$ cat config.mk
export PLATFORM = sky130hd
export DESIGN_NAME = systolic_ctrl
export DESIGN_NICKNAME = d
export VERILOG_FILES = /design/src/rtl/systolic_ctrl.sv
export SDC_FILE = /design/constraint.sdc
export NUM_CORES = 1
export LEC_CHECK = 0
export ABC_AREA = 0
export BUFFER_PORTS_ARGS = -buffer_cell sky130_fd_sc_hd__buf_2
export CAP_MARGIN = 5
export CORE_AREA = 2 2 231 233
export DETAILED_ROUTE_END_ITERATION = 10
export DIE_AREA = 0 0 233 235
export GPL_TIMING_DRIVEN = 0
export PLACE_DENSITY = 0.44
export SLEW_MARGIN = 40
export SYNTH_ARGS = -nofsm -noshare
export SYNTH_HDL_FRONTEND = slang
export SYNTH_SLANG_ARGS = --single-unit
$ cat constraint.sdc
create_clock -name clk -period 11.28 [get_ports clk]
set_input_delay 1.128 -clock clk [delete_from_list [all_inputs] [get_ports clk]]
set_output_delay 1.128 -clock clk [all_outputs]
set_load 0.05 [all_outputs]
$ cat src/rtl/systolic_ctrl.sv
// systolic_ctrl: loads one weight tile into a ROWS x COLS weight-stationary PE
// array, then streams skewed activation vectors and flags valid column results.
module systolic_ctrl #(
  parameter int DATA_WIDTH = 32,
  parameter int ROWS       = 4,
  parameter int COLS       = 4,
  parameter int ADDR_W     = 10,
  parameter int VEC_W      = 16
) (
  input  logic                       clk,
  input  logic                       rst,
  input  logic                       start,
  input  logic [VEC_W-1:0]           num_vecs,
  input  logic [ADDR_W-1:0]          w_base,
  input  logic [ADDR_W-1:0]          a_base,
  output logic                       busy,
  output logic                       done,
  output logic                       w_rd_en,
  output logic [ADDR_W-1:0]          w_rd_addr,
  input  logic [COLS*DATA_WIDTH-1:0] w_rd_data,
  output logic                       a_rd_en,
  output logic [ADDR_W-1:0]          a_rd_addr,
  input  logic [ROWS*DATA_WIDTH-1:0] a_rd_data,
  output logic                       array_en,
  output logic [COLS*DATA_WIDTH-1:0] col_weight,
  output logic [COLS-1:0]            col_accept_w,
  output logic [ROWS*DATA_WIDTH-1:0] row_input,
  output logic [ROWS-1:0]            row_valid,
  output logic [ROWS-1:0]            row_switch,
  output logic [COLS-1:0]            col_out_valid
);

  typedef enum logic [1:0] {IDLE, LOAD_W, STREAM, DRAIN} state_t;

  localparam logic [VEC_W-1:0]  LOAD_LAST  = VEC_W'(ROWS - 1);
  localparam logic [VEC_W-1:0]  DRAIN_LAST = VEC_W'(ROWS + COLS - 1);
  localparam logic [ADDR_W-1:0] W_TOP_OFS  = ADDR_W'(ROWS - 1);

  state_t                r_state, w_state_next;
  logic [VEC_W-1:0]      r_cnt, w_cnt_next;
  logic [VEC_W-1:0]      r_nv;
  logic [ADDR_W-1:0]     r_w_base, r_a_base;
  logic                  r_done, w_done_next;
  logic                  r_accept;
  logic [ROWS-1:0]       r_vld, r_sw;
  logic [COLS-1:0]       r_cov;
  logic                  w_load, w_stream, w_first_vec;
  logic [DATA_WIDTH-1:0] w_row_data [ROWS];

  always_ff @(posedge clk or posedge rst) begin
    if (rst) begin
      r_state <= IDLE;
      r_cnt   <= '0;
      r_done  <= 1'b0;
    end else begin
      r_state <= w_state_next;
      r_cnt   <= w_cnt_next;
      r_done  <= w_done_next;
    end
  end

  always_ff @(posedge clk or posedge rst) begin
    if (rst) begin
      r_nv     <= '0;
      r_w_base <= '0;
      r_a_base <= '0;
    end else if (r_state == IDLE && start) begin
      r_nv     <= num_vecs;
      r_w_base <= w_base;
      r_a_base <= a_base;
    end
  end

  // One shared counter indexes weight rows, vectors, then drain cycles.
  always_comb begin
    w_state_next = r_state;
    w_cnt_next   = r_cnt;
    w_done_next  = 1'b0;
    case (r_state)
      IDLE: begin
        w_cnt_next = '0;
        if (start) begin
          if (num_vecs == '0) w_done_next  = 1'b1;
          else                w_state_next = LOAD_W;
        end
      end
      LOAD_W: begin
        if (r_cnt == LOAD_LAST) begin
          w_state_next = STREAM;
          w_cnt_next   = '0;
        end else begin
          w_cnt_next = r_cnt + VEC_W'(1);
        end
      end
      STREAM: begin
        if (r_cnt == r_nv - VEC_W'(1)) begin
          w_state_next = DRAIN;
          w_cnt_next   = '0;
        end else begin
          w_cnt_next = r_cnt + VEC_W'(1);
        end
      end
      DRAIN: begin
        if (r_cnt == DRAIN_LAST) begin
          w_state_next = IDLE;
          w_cnt_next   = '0;
          w_done_next  = 1'b1;
        end else begin
          w_cnt_next = r_cnt + VEC_W'(1);
        end
      end
      default: begin
        w_state_next = IDLE;
        w_cnt_next   = '0;
      end
    endcase
  end

  assign w_load      = (r_state == LOAD_W);
  assign w_stream    = (r_state == STREAM);
  assign w_first_vec = w_stream && (r_cnt == '0);

  assign busy      = (r_state != IDLE);
  assign array_en  = busy;
  assign done      = r_done;
  assign w_rd_en   = w_load;
  assign w_rd_addr = w_load ? (r_w_base + W_TOP_OFS - ADDR_W'(r_cnt)) : '0;
  assign a_rd_en   = w_stream;
  assign a_rd_addr = w_stream ? (r_a_base + ADDR_W'(r_cnt)) : '0;

  // Valid/switch skew follows the SRAM read; column flags trail the bottom row.
  always_ff @(posedge clk or posedge rst) begin
    if (rst) begin
      r_accept <= 1'b0;
      r_vld    <= '0;
      r_sw     <= '0;
      r_cov    <= '0;
    end else begin
      r_accept <= w_load;
      r_vld    <= {r_vld[ROWS-2:0], w_stream};
      r_sw     <= {r_sw[ROWS-2:0], w_first_vec};
      r_cov    <= {r_cov[COLS-2:0], r_vld[ROWS-1]};
    end
  end

  assign col_accept_w  = {COLS{r_accept}};
  assign col_weight    = r_accept ? w_rd_data : '0;
  assign row_valid     = r_vld;
  assign row_switch    = r_sw;
  assign col_out_valid = r_cov;

  generate
    for (genvar gi = 0; gi < ROWS; gi++) begin : g_row
      if (gi == 0) begin : g_direct
        assign w_row_data[gi] = a_rd_data[DATA_WIDTH-1:0];
      end else begin : g_skew
        logic [DATA_WIDTH-1:0] r_skew [gi];
        always_ff @(posedge clk or posedge rst) begin
          if (rst) begin
            for (int j = 0; j < gi; j++) r_skew[j] <= '0;
          end else begin
            r_skew[0] <= a_rd_data[gi*DATA_WIDTH +: DATA_WIDTH];
            for (int j = 1; j < gi; j++) r_skew[j] <= r_skew[j-1];
          end
        end
        assign w_row_data[gi] = r_skew[gi-1];
      end
      assign row_input[gi*DATA_WIDTH +: DATA_WIDTH] = r_vld[gi] ? w_row_data[gi] : '0;
    end
  endgenerate

endmodule

==> results.sh, run 1 <==
export IMPL_status="finished clean"
export IMPL_slowest_stage="dfrtp_1"
export IMPL_grt_pass1_wl_mm=71.47
export IMPL_setup_violations=0
export IMPL_synth_top_area_frac=0.6046
export IMPL_grt_max_degree=71
export IMPL_crit_buf_inv=3
export IMPL_power_density_nw_per_um2=141.9
export IMPL_grt_pass1_vias=9086
export IMPL_synth_edf_count=0
export IMPL_ir_worst_vdd_v=0.00009626
export IMPL_vias_per_cell=4.053
export IMPL_min_from="g_row[3].g_skew.r_skew[60]"
export IMPL_synth_seq_cells=260
export IMPL_max_cap_viol_count=0
export IMPL_synth_flop_cell="dfrtp_1"
export IMPL_cts_tree="built"
export IMPL_crit_arrival_ps=3730
export IMPL_cp_required_ps=10150
export IMPL_vias=9156
export IMPL_area_growth_pct=47.37
export IMPL_n_fill_cell=5534
export IMPL_cts_hold_buffers_added=0
export IMPL_min_path_cells=0
export IMPL_synthCells=890
export IMPL_maxSlewViolCount=0
export IMPL_post_drt_wl_per_cell_um=23.67
export IMPL_clock_skew_ps=14.27
export IMPL_period_minus_slack_ps=4857
export IMPL_crit_type="reg -> out"
export IMPL_htreeDepth=1
export IMPL_rr_startpoint="r_nv[3]"
export IMPL_startpoint_type="flip-flop"
export IMPL_clock_root_buffer="clkbuf_16"
export IMPL_cts_setup_buffers=0
export IMPL_synth_common_cells="and2_1 (270), dfrtp_1 (260), clkbuf_1 (38)"
export IMPL_syn_area_um2=10760
export IMPL_overflow=0
export IMPL_die_h_um=235
export IMPL_fmax_mhz=205.9
export IMPL_antenna_found_initial=75
export IMPL_synth_most_common_cell="and2_1"
export IMPL_finalHoldWorstSlack_ps=343.7
export IMPL_drtIter0Drc=417
export IMPL_start_util=0.2060
export IMPL_place_congestion=1.010
export IMPL_hpwl_mm=46.22
export IMPL_yosys_warnings=0
export IMPL_yosys_area_top_type="dfrtp_1"
export IMPL_postSynthAreaPerCell_um2=12.09
export IMPL_async_reset_ff_frac=1.000
export IMPL_ioPinCount=592
export IMPL_drt_antenna_violating_nets=0
export IMPL_syn_num_nets=1220
export IMPL_slew_headroom=0.5520
export IMPL_numCtsBuffers=31
export IMPL_layout_nets=1848
export IMPL_die_x_um=233
export IMPL_worstSetupStartpoint="r_cnt[1]"
export IMPL_path_max_fanout=6
export IMPL_core_area_um2=52240
export IMPL_worst_pin_slew_ps=665.8
export IMPL_port_buffers=591
export IMPL_clock_path_buffers=3
export IMPL_finalCritPeriodShare=0.4306
export IMPL_clk_latency_ps=570
export IMPL_path_delay_family="compound AO/OA/AOI/OAI gates"
export IMPL_power_w=0.002250
export IMPL_std_cell_rows=84
export IMPL_drive_above_1_share=0.4588
export IMPL_cts_sinks=260
export IMPL_timing_rr_end="r_cnt[12]"
export IMPL_wl_mm=53.48
export IMPL_clkTransAtPathRegs_ps=60
export IMPL_finalHoldViolCount=0
export IMPL_synth_yosys_seq_area_share=0.6046
export IMPL_synth_cell_types=58
export IMPL_cts_resized=0
export IMPL_drc_errors=0
export IMPL_max_stage_delay_ps=550
export IMPL_path_cells="inv_1 > ha_1 > ha_1 > inv_1 > fa_1 > nor2b_1 > o21ai_0 > a21boi_0 > o21ai_0 > a21oi_1 > or3_1 > a21boi_0 > buf_2"
export IMPL_r2r_setup_slack_ps=8380
export IMPL_reg2reg_depth=8
export IMPL_rsz0062_at_grt="false"
export IMPL_min_path_type="reg -> reg"
export IMPL_p_leak_nw=8.198
export IMPL_ys_top_cells_by_area="dfrtp_1 (60%), and2_1 (16%), ha_1 (3.8%)"
export IMPL_firstDrtPassIters=7
export IMPL_min_to="g_row[3].g_skew.r_skew[28]"
export IMPL_end_kind="output pin"
export IMPL_grtUsageTotal=0.1890
export IMPL_die_area_um2=54760
[metrics by stage]
| step | cell area [µm²] | setup WS (ps) | util | cells | TNS [ps] |
|---|---|---|---|---|---|
| floorplan | 10760 | 2997 | - | 890 | 0 |
| global placement | 14580 | -326.3 | 0.2791 | 2169 | -70730 |
| detailed placement | 14700 | 7018 | 0.2814 | 2173 | 0 |
| CTS | 15790 | 6368 | 0.3023 | 2231 | 0 |
| global route | 15820 | 5983 | 0.3029 | 2245 | 0 |
| finish | 15860 | 6423 | 0.3036 | 2259 | 0 |
[final cells by class]
class	count	area, µm²	share of cell area
flip-flops and latches	260	6506	0.4103
well taps	688	860.8	0.05428
clock inverters	22	274.0	0.01728
diodes	28	70.07	0.004418
clock buffers	36	814.5	0.05136
repair buffers	595	3068	0.1935
plain buffers	46	203.9	0.01286
inverters	29	116.4	0.007337
multi-input cells	555	3945	0.2488
[state kept, by name, indices dropped and copies added (netlist names)]
signal,flops
col_out_valid,4
done,1
g_row.g_skew.r_skew,192
r_a_base,10
r_accept,1
r_cnt,16
r_nv,16
r_state,2
r_w_base,10
row_switch,4
row_valid,4
[worst max-delay path by stage]
stage                                      end  slack [ps]  depth (start not counted)
global placement    g_row[3].g_skew.r_skew[80]        -330                          2
CTS                               w_rd_addr[9]        6370                         13
floorplan                     col_out_valid[0]        3000                          1
finish                            w_rd_addr[9]        6420                         13
detailed placement                w_rd_addr[9]        7020                         13
global route                      w_rd_addr[9]        5980                         13
[worst reg2reg max path: stages (launching register included)]
cell and delay [ps]:
dfrtp_1 490, or4_4 600, nor3_1 510, nand3_1 150
a31o_2 270, a211oi_1 260, a211o_2 280, buf_6 170
nor2_1 60
[where the power goes]
group | leakage (nW) | internal [W] | switching, W | total [W]
Clock | 0.515 | 0.000636 | 0.000426 | 0.00106
Sequential | 3.13 | 0.000967 | 0.00000761 | 0.000975
Combinational | 4.56 | 0.0000672 | 0.000146 | 0.000213
[cell families after synthesis]
| kind of cell | after synthesis | synth area share |
|---|---|---|
| xor+xnor | 45 | 0.03662 |
| fa+ha+maj | 35 | 0.04209 |
| compound gates | 60 | 0.03628 |
| buf+inv | 75 | 0.02883 |
| flops | 260 | 0.6046 |
| simple gates | 377 | 0.2121 |
| mux | 38 | 0.03953 |
[layer usage]
layer / wire length, µm / share of wire / vias up / GRT usage
met5: 226 / 0.0042 / - / 0
met1: 19020 / 0.36 / 4387 / 0.2011
met2: 24500 / 0.46 / 421 / 0.2993
li1: - / - / 4202 / -
met4: 1129 / 0.021 / 38 / 0.04690
met3: 8604 / 0.16 / 108 / 0.1365
[cell usage in the layout, fill, tap and decap left out, types with 15 or more instances in the layout]
| master | instances |
|---|---|
| a21oi_1 | 21 |
| and2_1 | 270 |
| buf_2 | 593 |
| clkbuf_1 | 39 |
| clkbuf_16 | 31 |
| dfrtp_1 | 260 |
| diode_2 | 28 |
| ha_1 | 33 |
| inv_1 | 28 |
| mux2_2 | 36 |
| nand2_1 | 15 |
| nor2_1 | 24 |
| xnor2_1 | 31 |
(Power assumes the default switching activity.)
==> run 2, diff against run 1 <==
Settings changed: ABC_AREA 0 to 1, CORE_AREA 2 2 231 233 to 2 2 232 234, DIE_AREA 0 0 233 235 to 0 0 234 236, PLACE_DENSITY 0.44 to 0.46.
Clock period 11.28 ns to 4 ns, I/O delays scaled along.
==> results.sh, run 2 <==
export IMPL_setup_violations=0
export IMPL_clkTransAtPathRegs_ps=60
export IMPL_cp_required_ps=3600
export IMPL_die_h_um=236
export IMPL_core_area_um2=53070
export IMPL_worst_pin_slew_ps=774.1
export IMPL_antenna_found_initial=59
export IMPL_synthCells=1279
export IMPL_async_reset_ff_frac=1.000
export IMPL_synth_flop_cell="dfrtp_1"
export IMPL_synth_cell_types=35
export IMPL_tns_ps=0
export IMPL_vias_per_cell=3.977
export IMPL_yosys_warnings=0
export IMPL_end_kind="output pin"
export IMPL_start_util=0.2111
export IMPL_top_register="g_row.g_skew.r_skew"
export IMPL_power_density_nw_per_um2=774.9
export IMPL_period_minus_slack_ps=3665
export IMPL_drc_errors=0
export IMPL_synth_common_cells="nand2_1 (369), inv_1 (340), dfrtp_1 (260)"
export IMPL_synth_most_common_cell="nand2_1"
export IMPL_place_congestion=0.9749
export IMPL_largest_reg_flops=192
export IMPL_clock_path_buffers=3
export IMPL_top_regs="g_row.g_skew.r_skew x192, r_cnt x16, r_nv x16"
export IMPL_crit_buf_inv=2
export IMPL_hpwl_mm=44.95
export IMPL_postPlaceCellArea_um2=15340
export IMPL_critPathMostFrequentCell="nand2_1"
export IMPL_std_cell_rows=85
export IMPL_drive_above_1_share=0.3441
export IMPL_min_path_type="in -> reg"
export IMPL_ir_worst_vdd_v=0.0006904
export IMPL_p_seq_frac=0.246
export IMPL_startpoint_type="flip-flop"
export IMPL_clock_skew_ps=7.756
export IMPL_crit_type="reg -> out"
export IMPL_ys_top_cells_by_area="dfrtp_1 (58%), nand2_1 (12%), inv_1 (11%)"
export IMPL_drtIter0Drc=506
export IMPL_layout_commonest_cell="buf_2"
export IMPL_p_leak_nw=10.94
export IMPL_htreeDepth=1
export IMPL_max_stage_delay_ps=470
export IMPL_path_delay_family="adder cells"
export IMPL_die_x_um=234
export IMPL_internal_power_w=0.006468
export IMPL_p_sw_frac=0.5207
export IMPL_synth_seq_cells=260
export IMPL_postSynthAreaPerCell_um2=8.759
export IMPL_die_area_um2=55220
export IMPL_cts_sinks=260
export IMPL_area_growth_pct=55.45
export IMPL_synth_edf_count=0
export IMPL_clock_root_buffer="clkbuf_16"
export IMPL_ioPinCount=592
export IMPL_synth_top_area_frac=0.5807
export IMPL_firstDrtPassIters=5
export IMPL_rsz0062_at_grt="false"
export IMPL_wl_mm=52.36
export IMPL_fin_util=0.3282
export IMPL_syn_num_nets=1609
export IMPL_grt_pass1_wl_mm=72.45
export IMPL_most_common_layout_cells="buf_2 (593), nand2_1 (369), inv_1 (339)"
export IMPL_synth_yosys_seq_area_share=0.5807
export IMPL_port_buffers=591
export IMPL_maxSlewViolCount=0
export IMPL_post_drt_wl_per_cell_um=19.07
export IMPL_slowest_stage="dfrtp_1"
export IMPL_clk_latency_ps=590
export IMPL_drt_antenna_violating_nets=0
export IMPL_numCtsBuffers=31
export IMPL_slew_headroom=0.4839
export IMPL_n_fill_cell=5684
export IMPL_syn_area_um2=11200
export IMPL_path_max_fanout=6
export IMPL_path_cells="inv_1 > ha_1 > ha_1 > a21oi_1 > nand2_1 > nand2_1 > nand2_1 > a21oi_1 > o21ai_0 > a21o_1 > nand2_1 > nand2_1 > nor2_1 > buf_2"
export IMPL_p_comb_frac=0.535
export IMPL_vias=10920
export IMPL_max_cap_viol_count=0
export IMPL_fmax_mhz=272.9
export IMPL_grt_max_degree=26
export IMPL_finalCritPeriodShare=0.9163
export IMPL_p_switching_w=0.007027
export IMPL_clockPowerShare=0.218
export IMPL_grtUsageTotal=0.1836
export IMPL_yosys_area_top_type="dfrtp_1"
export IMPL_finalHoldViolCount=0
export IMPL_status="finished clean"
export IMPL_crit_arrival_ps=3270
export IMPL_stdcell_area_um2=17420
export IMPL_layout_nets=2342
export IMPL_cts_tree="built"
export IMPL_overflow=0
export IMPL_grt_pass1_vias=10630
==> run 2: cell types whose count changed after synthesis, moves of 22 or more <==
| cell | change |
|---|---|
| and2_1 | -269 |
| inv_1 | +311 |
| nand2_1 | +354 |
| nor2_1 | +25 |
| o21ai_0 | +28 |
| xnor2_1 | -22 |
==> run 2: worst paths after layout <==
| path | startpoint | end | cells after the start | slack, ps |
|---|---|---|---|---|
| max | r_cnt[4] | w_rd_addr[9] | 14 | 330 |
| min | a_base[4] | r_a_base[4] | 2 | 40 |
| max reg2reg | r_nv[0] | r_cnt[14] | 16 | 1590 |
| min reg2reg | g_row[2].g_skew.r_skew[49] | g_row[2].g_skew.r_skew[17] | 0 | 340 |
| max in group asynchronous | rst | g_row[2].g_skew.r_skew[46] | 9 | 2130 |
| min in group asynchronous | rst | g_row[3].g_skew.r_skew[68] | 3 | 410 |
==> run 2: metrics by stage <==
stage	std cells	hold WS [ps]	setup WS, ps	power [W]
after floorplan	1279	331.2	172.4	0.008606
after global placement	2566	331.5	-1502	0.01049
after detailed placement	2578	334.7	868.9	0.01057
after CTS	2733	6.556	223.3	0.01367
after global routing	2743	23.76	29.07	0.01433
final	2746	37.37	335.0	0.01350
==> run 2: area by class of cell <==
cell class,count,area (µm²),area share
diodes,13,32.53,0.001868
plain buffers,41,182.7,0.01049
clock buffers,41,873.3,0.05015
clock inverters,17,201.4,0.01157
inverters,341,1284,0.07371
multi-input cells,637,3234,0.1857
flip-flops and latches,260,6507,0.3737
well taps,696,870.8,0.05000
repair buffers,700,4229,0.2428
==> run 2: cells by family (layout without fill, tap and decap cells) <==
| group | Yosys count | count (layout) | share of synthesized area |
|---|---|---|---|
| other cells | 0 | 13 | 0 |
| fa+ha+maj | 35 | 35 | 0.04043 |
| buf+inv | 382 | 1140 | 0.1306 |
| flops | 260 | 260 | 0.5807 |
| simple gates | 487 | 487 | 0.1762 |
| mux | 19 | 19 | 0.01910 |
| xor+xnor | 27 | 27 | 0.02111 |
| compound gates | 69 | 69 | 0.03183 |
==> run 2: worst reg2reg max path, cell delays in order, from the launching register on <==
cell and delay [ps]:
dfrtp_1 430, inv_1 150, ha_1 230, nand2_2 110, nor2_2 220, nand2_1 80, nand2_1 60, nand2_1 50
nor2_1 110, nand2_1 60, nor2_1 170, nand2_1 100, nand2_2 110, nand2_2 90, nand2_4 110, buf_6 160
nor2_1 50
==> run 2: layer usage <==
metal | global-route usage | wire length [µm] | up-vias
met5 | 0 | 291 | -
met4 | 0.04699 | 1401 | 48
met3 | 0.1347 | 8928 | 143
met2 | 0.2802 | 22850 | 457
met1 | 0.2022 | 18900 | 5083
li1 | - | - | 5189
==> run 2: timing repair <==
action | CTS | global route
endpoints found under the setup margin | 0 | 1
setup buffers | 0 | 0
endpoints found under the hold margin | 113 | 0
gates resized for setup | 0 | 1
hold buffers | 97 | 0
==> run 2: power by group through the flow <==
| stage | Sequential, W | Combinational (W) | Clock (W) |
|---|---|---|---|
| global route | 0.00338 | 0.00780 | 0.00315 |
| finish | 0.00333 | 0.00723 | 0.00294 |
| CTS | 0.00334 | 0.00728 | 0.00304 |
| global placement | 0.00337 | 0.00712 | 0 |
| detailed placement | 0.00338 | 0.00718 | 0 |
| floorplan | 0.00344 | 0.00516 | 0 |
